## config.mk

```make
export PLATFORM = sky130hd
export DESIGN_NAME = forward_ctrl
export DESIGN_NICKNAME = d
export VERILOG_FILES = /design/src/rtl/forward_pkg.sv /design/src/rtl/fwd_sel.sv /design/src/rtl/forward_ctrl.sv
export SDC_FILE = /design/constraint.sdc
export NUM_CORES = 1
export LEC_CHECK = 0
export ABC_CLOCK_PERIOD_IN_PS = 2700
export BUFFER_PORTS_ARGS = -buffer_cell sky130_fd_sc_hd__buf_4
export CAP_MARGIN = 20
export CORE_UTILIZATION = 53
export CTS_CLUSTER_DIAMETER = 150
export CTS_CLUSTER_SIZE = 14
export DETAILED_ROUTE_END_ITERATION = 8
export GPL_TIMING_DRIVEN = 0
export PLACE_DENSITY = 0.79
export SYNTH_ARGS = -nofsm -noshare
export SYNTH_HDL_FRONTEND = slang
export SYNTH_SLANG_ARGS = --single-unit
```

## constraint.sdc

```tcl
create_clock -name clk_i -period 2.7 [get_ports clk_i]
set_clock_uncertainty 0.2 [all_clocks]
set_input_delay 0.135 -clock clk_i [delete_from_list [all_inputs] [get_ports clk_i]]
set_output_delay 0.135 -clock clk_i [all_outputs]
set_load 0.05 [all_outputs]
```

## src/rtl/forward_pkg.sv

```systemverilog
// rtl/forward_pkg.sv - shared select codes and pipeline tag types for forward_ctrl
package forward_pkg;

  // Register index width carried in the stage tags.
  localparam int TAG_AW = 5;

  // EX-stage operand mux select codes.
  localparam logic [1:0] FWD_NONE = 2'b00;  // register file
  localparam logic [1:0] FWD_WB   = 2'b01;  // WB write data
  localparam logic [1:0] FWD_MEM  = 2'b10;  // MEM ALU result

  // Tag for an instruction in EX or MEM.
  typedef struct packed {
    logic              valid;
    logic [TAG_AW-1:0] rd;
    logic              regwrite;
    logic              memread;
  } stage_tag_t;

  // Tag for an instruction in WB; whether it was a load no longer matters there.
  typedef struct packed {
    logic              valid;
    logic [TAG_AW-1:0] rd;
    logic              regwrite;
  } wb_tag_t;

endpackage

```

## src/rtl/fwd_sel.sv

```systemverilog
// rtl/fwd_sel.sv - per-operand forwarding priority compare
module fwd_sel
  import forward_pkg::*;
(
  input  logic [TAG_AW-1:0] i_rs,
  input  stage_tag_t        i_ex_tag,
  input  stage_tag_t        i_mem_tag,
  output logic [1:0]        o_sel
);

  logic w_ex_hit;
  logic w_mem_hit;
  logic w_unused;

  // EX producer moves to MEM next edge; a load there has no ALU result to give.
  assign w_ex_hit = i_ex_tag.valid & i_ex_tag.regwrite & ~i_ex_tag.memread &
                    (i_ex_tag.rd != '0) & (i_ex_tag.rd == i_rs);

  // MEM producer moves to WB next edge; loads included, their data is ready there.
  assign w_mem_hit = i_mem_tag.valid & i_mem_tag.regwrite &
                     (i_mem_tag.rd != '0) & (i_mem_tag.rd == i_rs);

  // The load flag of the farther producer is irrelevant to its select.
  assign w_unused = &{1'b0, i_mem_tag.memread};

  // Nearest producer wins.
  always_comb begin
    o_sel = FWD_NONE;
    if (w_ex_hit) begin
      o_sel = FWD_MEM;
    end else if (w_mem_hit) begin
      o_sel = FWD_WB;
    end
  end

endmodule

```

## src/rtl/forward_ctrl.sv

```systemverilog
// rtl/forward_ctrl.sv - EX operand forwarding and load-use stall controller
module forward_ctrl
  import forward_pkg::*;
#(
  parameter int REG_AW = 5,
  parameter int CNT_W  = 32
) (
  input  logic              clk_i,
  input  logic              rst_i,
  input  logic              id_valid_i,
  input  logic [REG_AW-1:0] id_rs1_i,
  input  logic [REG_AW-1:0] id_rs2_i,
  input  logic [REG_AW-1:0] id_rd_i,
  input  logic              id_regwrite_i,
  input  logic              id_memread_i,
  input  logic              flush_i,
  output logic [1:0]        forward_a_o,
  output logic [1:0]        forward_b_o,
  output logic              stall_o,
  output logic [CNT_W-1:0]  stall_cnt_o
);

  stage_tag_t       r_ex;
  stage_tag_t       r_mem;
  wb_tag_t          r_wb;
  stage_tag_t       w_id_tag;
  logic             w_stall;
  logic             w_bubble;
  logic [1:0]       w_fwd_a;
  logic [1:0]       w_fwd_b;
  logic [1:0]       r_fwd_a;
  logic [1:0]       r_fwd_b;
  logic [CNT_W-1:0] r_cnt;
  logic             w_unused;

  // Load in EX feeding the ID instruction; a squashed ID instruction never stalls.
  always_comb begin
    w_stall = id_valid_i & ~flush_i & r_ex.valid & r_ex.memread & r_ex.regwrite &
              (r_ex.rd != '0) & ((r_ex.rd == id_rs1_i) | (r_ex.rd == id_rs2_i));
  end

  assign w_bubble = w_stall | flush_i | ~id_valid_i;

  // Tag presented to EX at the next edge: the ID instruction or an empty slot.
  always_comb begin
    w_id_tag = '0;
    if (!w_bubble) begin
      w_id_tag = '{valid: 1'b1, rd: id_rd_i, regwrite: id_regwrite_i, memread: id_memread_i};
    end
  end

  fwd_sel u_sel_a (
    .i_rs      (id_rs1_i),
    .i_ex_tag  (r_ex),
    .i_mem_tag (r_mem),
    .o_sel     (w_fwd_a)
  );

  fwd_sel u_sel_b (
    .i_rs      (id_rs2_i),
    .i_ex_tag  (r_ex),
    .i_mem_tag (r_mem),
    .o_sel     (w_fwd_b)
  );

  // Advance the tag pipeline one stage per cycle.
  always_ff @(posedge clk_i or negedge rst_i) begin
    if (!rst_i) begin
      r_ex  <= '0;
      r_mem <= '0;
      r_wb  <= '0;
    end else begin
      r_ex  <= w_id_tag;
      r_mem <= r_ex;
      r_wb  <= '{valid: r_mem.valid, rd: r_mem.rd, regwrite: r_mem.regwrite};
    end
  end

  // Capture the selects as the ID instruction enters EX; a bubble reads the register file.
  always_ff @(posedge clk_i or negedge rst_i) begin
    if (!rst_i) begin
      r_fwd_a <= FWD_NONE;
      r_fwd_b <= FWD_NONE;
    end else if (w_bubble) begin
      r_fwd_a <= FWD_NONE;
      r_fwd_b <= FWD_NONE;
    end else begin
      r_fwd_a <= w_fwd_a;
      r_fwd_b <= w_fwd_b;
    end
  end

  // Count stall cycles, holding at all-ones.
  always_ff @(posedge clk_i or negedge rst_i) begin
    if (!rst_i) begin
      r_cnt <= '0;
    end else if (w_stall && (r_cnt != {CNT_W{1'b1}})) begin
      r_cnt <= r_cnt + 1'b1;
    end
  end

  // The WB tag is pipeline bookkeeping only; no select depends on it.
  assign w_unused = &{1'b0, r_wb};

  assign forward_a_o = r_fwd_a;
  assign forward_b_o = r_fwd_b;
  assign stall_o     = w_stall;
  assign stall_cnt_o = r_cnt;

endmodule

```

==> run_results.csv, run 1 <==
group,metric,value,unit
die,fp.dieH,70.3,um
detailed_routing,vias_per_cell,5.53,
logic_synthesis,synth-seq-cells,51,
finish,area_delta_synth_final,26.6,%
logic_synthesis,synth-main-ff-cell,"dfrtp_1",
sta,fin_crit,2.50,ns
logic_synthesis,syn_area_per_cell,11.7,um2
sta,max_freq,400,MHz
logic_synthesis,syn_area,2470,um2
clock_tree,worstSkewPairLatency,0.30,ns
pwr,ir_drop,0.320,mV
detailed_routing,ant_nets,0,
job,drv_cap,0,
setup_path,cp_max_fo,10,
sta,hold_slack,0.109,ns
pwr,switching_share,0.226,
sta,setup_viol,0,
pwr,p_int,997,uW
die,io_pins,58,
global_route,use_met3,0.0592,
setup_path,critical_path_arrival,2.16,ns
pwr,power_frac_seq,0.606,
logic_synthesis,synth_top_area_frac,0.516,
logic_synthesis,synth_cells,211,
finish,antenna_cells,0,
pwr,p_leak,0.00157,uW
run_status,status,"finished clean",
logic_synthesis,async_reset_ff_frac,1.00,
detailed_routing,num_vias,1858,
detailed_routing,dr.pass1.iters,4,
logic_synthesis,yosysMostFrequentCell,"dfrtp_1",
setup_path,worstPathRequired,2.37,ns
logic_synthesis,yosys_warnings,0,
detailed_routing,detail_route.iter0.violations,136,
logic_synthesis,synth_edf_count,0,
detailed_routing,drc,0,
logic_synthesis,netlist_top_cells_area,"dfrtp_1 (52%), xnor2_1 (15%), nand3_1 (4.5%), and3_1 (3.8%), nand4_1 (3.5%)",
sta,worstMarginPinSlew,0.612,ns
sta,fin_ws,0.202,ns
die,die_w,70.3,um
die,dieArea,4940,um2
sta,timing.final.crit_share,0.925,
global_route,grtUsageTotal,0.221,
global_route,globalRoute.totalOverflow,0,
sta,slew_headroom,0.592,
finish,fill_cells,324,
sta,slew_violations,0,
pwr,p_sw,291,uW
global_route,grt_max_degree,52,
sta,tns,0,ns
place,gp_congestion,0.851,
logic_synthesis,synth.distinct_cells,37,
global_route,grt.met1_usage,0.302,
global_route,grt_first_pass_wirelength,8520,um
die,core-area,4410,um2
finish,stdcell_area,3130,um2
global_route,grt_pass1_vias,1804,
detailed_routing,drt_wl_total,4970,um
setup_path,timing_worst_setup_path_type,"reg -> out",
place,dp_hpwl,3610,um
pwr,pwr-share-comb,0.066,
global_route,antenna_found_initial,0,
pwr,power_density,411,nW/um2
logic_synthesis,synth.largest_area_cell,"dfrtp_1",
place,placed_cell_area,2970,um2
place,numPortBuffers,57,
pwr,total_power,1290,uW
clock_tree,htreeDepth,2,
clock_tree,cts_buffer_depth,2,
clock_tree,numCtsBuffers,5,
die,start_util,0.560,
clock_tree,clock-sinks,51,
setup_path,cp-end-kind,"output pin",
clock_tree,cts-resized-gates,0,
setup_path,start_kind,"register",
logic_synthesis,ys_seq_area_frac,0.516,
logic_synthesis,syn_nets,233,
finish,fin_nets,305,
sta,rsz0062_at_grt,"no",
clock_tree,cts_tree,"yes",
pwr,p_clk_frac,0.327,
global_route,use_met2,0.345,
finish,drive_above_1_share,0.303,
place,pre_cts_slack,0.291,ns
clock_tree,root_buffer,"clkbuf_8",
sta,hold_violations,0,
global_route,grt_busiest_layer,"met2",
worst_hold_path,hold_class,"in -> reg",
die,rows,24,
clock_tree,path_clk_slew,0.09,ns
logic_synthesis,synthTopCellsByCount,"dfrtp_1 (51), xnor2_1 (41), nand3_1 (22)",
detailed_routing,wl_per_cell,14.8,um
-- cells in the final DEF (no fill, tap or decap), types with 2 or more instances in the layout --
cell           count
a2111oi_0          2
and2_1             9
and3_1            15
and4_1             2
buf_2              6
buf_4             57
clkbuf_8           5
clkinv_2           3
dfrtp_1           51
dlygate4sd3_1      8
nand2_1            6
nand3_1           22
nand4_1           14
nor2_1             4
nor2b_1            2
nor3_1             3
nor4_4             2
o311a_1            2
or3_1              2
xnor2_1           41
xor2_1             8
-- path summary, 6_finish.rpt --
path / start / endpoint / slack (ns) / cells after the start
max in group asynchronous: rst_i / r_mem[5] / 1.70 / 2
min in group asynchronous: rst_i / forward_a_o[1] / 0.17 / 2
worst max register to register: stall_cnt_o[0] / stall_cnt_o[1] / 0.26 / 6
worst min register to register: r_ex[1] / r_mem[1] / 0.19 / 0
worst min-delay path: id_rs1_i[3] / forward_a_o[1] / 0.11 / 5
worst max-delay path: r_ex[6] / stall_o / 0.20 / 6
-- metrics by stage --
step | util | std cells
CTS | 0.709 | 336
global route | 0.709 | 336
global placement | 0.672 | 320
finish | 0.709 | 336
detailed placement | 0.672 | 320
floorplan | - | 211
-- registers in the layout, summed over array words and instances (netlist names) --
signal,flops
forward_a_o,2
forward_b_o,2
r_ex,8
r_mem,7
stall_cnt_o,32
-- area by class of cell --
class,count,area [um2],share of cell area
multi-input combinational,153,1160,0.372
timing repair buffer,65,508,0.162
clock inverter,3,15.0,0.00480
inverter,1,3.75,0.00120
buffer,6,30.0,0.00959
tap,52,65.1,0.0208
clock buffer,5,68.8,0.0220
sequential,51,1280,0.408
-- cells by family after synthesis --
family,after synthesis,synth area share
buffers and inverters,7,0.0137
AO/OA/AOI/OAI,5,0.0202
adder cells (fa/ha/maj),1,0.00506
AND/OR/NAND/NOR,95,0.258
multiplexers,3,0.0132
flip-flops,51,0.516
XOR/XNOR,49,0.173
-- routing by layer --
layer / vias to the layer above / share of wire
met1: 913 / 0.46
met3: 8 / 0.039
met5: - / 0
met4: 0 / 0.016
met2: 48 / 0.48
li1: 889 / -
-- worst max-delay path, stage by stage (launching register included) --
cell,delay (ns)
dfrtp_1,0.44
xnor2_1,0.19
nand3_1,0.09
nor3_1,0.34
o2111a_2,0.33
buf_2,0.24
buf_4,0.23
-- power groups by stage --
stage	sequential, uW	combinational (uW)	clock (uW)
finish	781	85.6	421
global route	783	95.3	468
CTS	781	87.0	428
detailed placement	796	77.8	0
global placement	796	75.9	0
floorplan	795	30.9	0
-- repair_timing --
action | CTS | global route
setup buffers | 0 | 0
hold endpoints to repair | 58 | 0
hold buffers | 8 | 0
Note: power is estimated with default switching activity, not from simulation.
==> run 2: changes to the inputs <==
--- a/config.mk
+++ b/config.mk
@@ -8,12 +8,13 @@
 export ABC_CLOCK_PERIOD_IN_PS = 2700
 export BUFFER_PORTS_ARGS = -buffer_cell sky130_fd_sc_hd__buf_4
 export CAP_MARGIN = 20
-export CORE_UTILIZATION = 53
+export CORE_UTILIZATION = 55
+export CTS_BUF_LIST = sky130_fd_sc_hd__clkbuf_8
 export CTS_CLUSTER_DIAMETER = 150
 export CTS_CLUSTER_SIZE = 14
 export DETAILED_ROUTE_END_ITERATION = 8
 export GPL_TIMING_DRIVEN = 0
-export PLACE_DENSITY = 0.79
+export PLACE_DENSITY = 0.81
 export SYNTH_ARGS = -nofsm -noshare
 export SYNTH_HDL_FRONTEND = slang
 export SYNTH_SLANG_ARGS = --single-unit
==> run 2 against run 1 <==
Highest routed layer unchanged. Power up 2.0%. First-iteration DRC count is 15% lower. Via count shrank 1.7%. Wire length increased by 1.8%. Clock-buffer cell count unchanged. Sequential power about the same. Hold slack got worse by 0.019 ns. Critical path type is now reg -> reg.
==> run_results.csv, run 2 (synthesized netlist as in run 1, its figures left out) <==
group,metric,value,unit
clock_tree,path_clk_slew,0.09,ns
finish,fin_nets,305,
pwr,ir_drop,0.278,mV
die,core-area,4320,um2
sta,setup_viol,0,
sta,rsz0062_at_grt,"no",
setup_path,r2r_start,"stall_cnt_o[0]",
detailed_routing,drt_wl_total,5060,um
die,rows,24,
finish,drive_above_1_share,0.303,
clock_tree,cts_tree,"yes",
die,fp.dieH,69.1,um
setup_path,cp_num_buf_inv,0,
worst_hold_path,worstHoldStart,"id_rs1_i[3]",
clock_tree,numCtsBuffers,5,
finish,area_delta_synth_final,26.9,%
place,placed_cell_area,2970,um2
worst_hold_path,hold_class,"in -> reg",
detailed_routing,wl_per_cell,15.1,um
global_route,antenna_found_initial,0,
setup_path,reg2reg_depth,6,
pwr,switching_share,0.235,
setup_path,cp_top_family,"simple AND/OR/NAND/NOR gates",
sta,fin_crit,2.51,ns
pwr,p_int,1000,uW
sta,timing.final.crit_share,0.931,
clock_tree,worstSkewPairLatency,0.31,ns
setup_path,critical_path_arrival,2.51,ns
detailed_routing,dr.pass1.iters,4,
finish,stdcell_area,3140,um2
detailed_routing,vias_per_cell,5.44,
sta,slew_violations,0,
worst_hold_path,hold_end,"forward_a_o[1]",
sta,worstMarginPinSlew,0.609,ns
clock_tree,clock-sinks,51,
pwr,p_clk_frac,0.341,
pwr,pwr-share-comb,0.065,
global_route,globalRoute.totalOverflow,0,
place,numPortBuffers,57,
pwr,p_sw,308,uW
run_status,status,"finished clean",
clock_tree,post-cts-setup-buffers,0,
clock_tree,cts_buffer_depth,2,
setup_path,timing_worst_setup_path_type,"reg -> reg",
global_route,grt_max_degree,52,
finish,final_core_util,0.726,
setup_path,worstPathRequired,2.70,ns
sta,tns,0,ns
sta,hold_violations,0,
pwr,power_density,418,nW/um2
die,start_util,0.572,
global_route,grtUsageTotal,0.230,
detailed_routing,num_vias,1827,
sta,slew_headroom,0.594,
detailed_routing,detail_route.iter0.violations,115,
finish,antenna_cells,0,
clock_tree,htreeDepth,2,
place,dp_hpwl,3590,um
die,io_pins,58,
place,gp_congestion,0.900,
setup_path,cp_max_fo,7,
finish,final_cell_mix,"buf_4 (57), dfrtp_1 (51), xnor2_1 (41)",
job,drv_cap,0,
finish,largest_reg_flops,32,
setup_path,rr_endpoint,"stall_cnt_o[1]",
die,die_w,69.1,um
clock_tree,root_buffer,"clkbuf_8",
sta,max_freq,398,MHz
detailed_routing,drc,0,
pwr,p_leak,0.00156,uW
setup_path,path_cells,"ha_1 -> nand3_1 -> nor4_4 -> nand4_2 -> nand2_1 -> mux2_2",
global_route,grt_first_pass_wirelength,8620,um
worst_hold_path,whs_path_depth,5,
global_route,grt_pass1_vias,1817,
setup_path,cp-end-kind,"register",
setup_path,start_kind,"register",
die,dieArea,4770,um2
setup_path,r2r_setup_slack,0.19,ns
sta,hold_slack,0.0898,ns
finish,final_common_cell,"buf_4",
setup_path,slowest_stage,"nor4_4",
pwr,power_frac_seq,0.595,
detailed_routing,ant_nets,0,
setup_path,cpPeakStageDelay,0.46,ns
==> run 2: area by class of cell <==
class | count | area (um2)
repair buffers | 65 | 508
clock buffers | 5 | 68.8
inverters | 1 | 3.75
well taps | 52 | 65.1
flip-flops and latches | 51 | 1280
plain buffers | 6 | 30.0
clock inverters | 3 | 23.8
multi-input cells | 153 | 1160
fillers | 327 | 1180
==> run 2: how the worst max path moves through the flow <==
stage                   start  depth (start not counted)        endpoint  slack [ns]
6_report       stall_cnt_o[0]                          6  stall_cnt_o[1]        0.19
5_1_grt        stall_cnt_o[0]                          6  stall_cnt_o[1]       0.005
4_1_cts               r_ex[6]                          6         stall_o        0.19
3_5_place_dp   stall_cnt_o[0]                          6  stall_cnt_o[1]        0.22
3_3_place_gp   stall_cnt_o[0]                          6  stall_cnt_o[1]        0.28
2_1_floorplan  stall_cnt_o[0]                          6  stall_cnt_o[1]        0.24
==> run 2: tightest hold or removal path: stages <==
cell	delay [ns]
buf_4	0.09
xnor2_1	0.05
nand3_1	0.06
nor3_1	0.07
and3_1	0.14
==> run 2: through the flow <==
step / power (uW) / instances / setup slack [ns]
6_report: 1310 / 336 / 0.186
5_1_grt: 1370 / 336 / 0.00498
4_1_cts: 1330 / 336 / 0.186
3_5_place_dp: 873 / 320 / 0.222
3_3_place_gp: 872 / 320 / 0.282
2_1_floorplan: 825 / 211 / 0.243
==> run 2: power by group through the flow <==
| stage | Combinational (uW) | Clock (uW) | Sequential, uW |
|---|---|---|---|
| final | 84.8 | 447 | 781 |
| after global routing | 94.4 | 494 | 783 |
| after detailed placement | 76.9 | 0 | 796 |
| after global placement | 75.8 | 0 | 796 |
| after CTS | 86.1 | 460 | 781 |
| after floorplan | 30.9 | 0 | 795 |
==> run 2: layer usage <==
layer	track usage	vias to the layer above	routed length, um
met3	0.0497	8	247
met4	0.0998	0	85
met5	0	-	0
met2	0.359	55	2400
met1	0.312	875	2320
li1	-	889	-
==> run 2: what timing repair did <==
action,CTS,global route
resized for setup,0,0
hold buffers,8,0
hold endpoints to repair,58,0
==> run 3: changes to the inputs <==
--- a/config.mk
+++ b/config.mk
@@ -5,16 +5,15 @@
 export SDC_FILE = /design/constraint.sdc
 export NUM_CORES = 1
 export LEC_CHECK = 0
-export ABC_CLOCK_PERIOD_IN_PS = 2700
+export ABC_CLOCK_PERIOD_IN_PS = 2200
 export BUFFER_PORTS_ARGS = -buffer_cell sky130_fd_sc_hd__buf_4
 export CAP_MARGIN = 20
-export CORE_UTILIZATION = 55
+export CORE_UTILIZATION = 50
 export CTS_BUF_LIST = sky130_fd_sc_hd__clkbuf_8
 export CTS_CLUSTER_DIAMETER = 150
 export CTS_CLUSTER_SIZE = 14
 export DETAILED_ROUTE_END_ITERATION = 8
-export GPL_TIMING_DRIVEN = 0
-export PLACE_DENSITY = 0.81
+export PLACE_DENSITY = 0.78
 export SYNTH_ARGS = -nofsm -noshare
 export SYNTH_HDL_FRONTEND = slang
 export SYNTH_SLANG_ARGS = --single-unit
==> constraint.sdc (replaced) <==
create_clock -name clk_i -period 2.2 [get_ports clk_i]
set_clock_uncertainty 0.2 [all_clocks]
set_input_delay 0.11 -clock clk_i [delete_from_list [all_inputs] [get_ports clk_i]]
set_output_delay 0.11 -clock clk_i [all_outputs]
set_load 0.02 [all_outputs]
==> run 3 against run 2 <==
Power rose by 21%. First-iteration DRC count decreased by 12%. Sequential share of layout area shrank 2.8 points. Setup slack lost 0.16 ns. Sequential cell count stayed put. Combinational power is 40% higher. Non-clock buffer count grew 21. Critical path depth did not move. Hold slack worse by 0.0051 ns. Die area rose by 9.7%. Largest cell class unchanged. Highest routed layer unchanged.
==> run_results.csv, run 3 (synthesized netlist as in run 1, its figures left out) <==
group,metric,value,unit
sta,tns,0,ns
detailed_routing,vias_per_cell,5.13,
global_route,grtUsageTotal,0.225,
setup_path,r2r_setup_slack,0.03,ns
clock_tree,numCtsBuffers,5,
place,placed_cells,346,
clock_tree,cts_tree,"yes",
setup_path,cp-end-kind,"register",
detailed_routing,detail_route.iter0.violations,101,
global_route,grt_first_pass_wirelength,8870,um
setup_path,start_kind,"register",
place,dp_hpwl,3740,um
die,fp.dieH,72.3,um
setup_path,timing_worst_setup_path_type,"reg -> reg",
global_route,grt_max_degree,52,
sta,hold_violations,0,
worst_hold_path,hold_class,"in -> reg",
die,start_util,0.520,
die,io_pins,58,
sta,rsz0062_at_grt,"yes",
setup_path,worstPathRequired,2.19,ns
place,numPortBuffers,57,
detailed_routing,ant_nets,0,
sta,max_freq,460,MHz
setup_path,reg2reg_depth,6,
run_status,status,"finished clean",
detailed_routing,drc,0,
worst_hold_path,hold_end,"forward_a_o[0]",
finish,largest_reg_flops,32,
sta,worstMarginPinSlew,0.628,ns
clock_tree,root_buffer,"clkbuf_8",
job,drv_cap,0,
pwr,ir_drop,0.374,mV
setup_path,critical_path_arrival,2.16,ns
place,placed_cell_area,3090,um2
finish,final_cell_mix,"buf_4 (80), dfrtp_1 (49), xnor2_1 (40)",
clock_tree,path_clk_slew,0.09,ns
worst_hold_path,whs_path_depth,5,
pwr,power_density,472,nW/um2
setup_path,cpPeakStageDelay,0.41,ns
finish,drive_above_1_share,0.380,
sta,timing.final.crit_share,0.989,
detailed_routing,num_vias,1910,
detailed_routing,dr.pass1.iters,4,
setup_path,r2r_start,"r_ex[3]",
detailed_routing,drt_wl_total,5390,um
setup_path,cp_max_fo,5,
die,dieArea,5230,um2
clock_tree,htreeDepth,2,
detailed_routing,wl_per_cell,14.5,um
global_route,grt_pass1_vias,1847,
finish,final_common_cell,"buf_4",
clock_tree,worstSkewPairLatency,0.30,ns
die,die_w,72.3,um
sta,fin_crit,2.17,ns
clock_tree,clock-sinks,51,
global_route,globalRoute.totalOverflow,0,
finish,area_delta_synth_final,36.5,%
finish,stdcell_area,3380,um2
finish,stdcell_count,372,
die,rows,25,
setup_path,rr_endpoint,"stall_cnt_o[1]",
finish,antenna_cells,0,
place,gp_congestion,0.903,
sta,slew_headroom,0.582,
setup_path,path_cells,"or3_1 -> o311a_1 -> o2111a_2 -> buf_6 -> nand2_1 -> mux2_2",
pwr,p_leak,0.00169,uW
clock_tree,cts_buffer_depth,2,
worst_hold_path,worstHoldStart,"id_rs1_i[0]",
sta,setup_viol,0,
global_route,antenna_found_initial,0,
finish,fin_nets,326,
sta,slew_violations,0,
setup_path,slowest_stage,"dfrtp_1",
die,core-area,4750,um2
run 3: through the flow:
step	utilization	hold slack (ns)	total power (uW)	setup slack (ns)
after floorplan	-	-0.386	1010	0.00749
after global placement	0.650	-0.0306	1070	0.0659
after detailed placement	0.650	-0.0266	1080	0.0293
after CTS	0.694	0.0682	1600	0.00806
after global routing	0.710	0.125	1660	-0.00808
final	0.710	0.0848	1590	0.0251
run 3: layer usage:
layer,global-route usage,wire [um]
met1,0.313,2470
met2,0.350,2630
met3,0.0486,215
met4,0.0741,77
met5,0,0
run 3: layout make-up:
cell class	count	area (um2)
clock buffers	5	68.8
clock inverters	3	16.3
fillers	364	1380
inverters	1	3.75
multi-input cells	153	1200
flip-flops and latches	51	1280
well taps	67	83.8
repair buffers	92	726
run 3: timing repair:
action                                  in CTS  in global routing
resized for setup                            4                  9
endpoints found under the setup margin       1                 41
hold endpoints to repair                    58                  0
pin swaps                                    3                  7
setup buffers                                4                  6
hold buffers                                 8                  0
run 3: how the worst max path moves through the flow:
| stage | slack (ns) | endpoint | cells after the start | from |
|---|---|---|---|---|
| 2_1_floorplan | 0.007 | stall_cnt_o[1] | 6 | stall_cnt_o[1] |
| 3_3_place_gp | 0.07 | stall_cnt_o[6] | 7 | r_ex[6] |
| 3_5_place_dp | 0.03 | stall_cnt_o[6] | 7 | r_ex[6] |
| 4_1_cts | 0.008 | stall_cnt_o[1] | 6 | r_ex[3] |
| 5_1_grt | -0.008 | stall_cnt_o[1] | 6 | r_ex[3] |
| 6_report | 0.03 | stall_cnt_o[1] | 6 | r_ex[3] |
run 3: worst max-delay path, delay by kind of cell, from the launching register on:
family	cells	cell delay [ns]
flops	1	0.41
compound gates	2	0.51
buf+inv	1	0.14
mux	1	0.33
simple gates	2	0.47
run 3: where the power goes:
group | internal, uW | switching [uW] | total [uW]
clock | 218 | 297 | 515
combinational | 65.9 | 53.1 | 119
sequential | 948 | 11.7 | 959
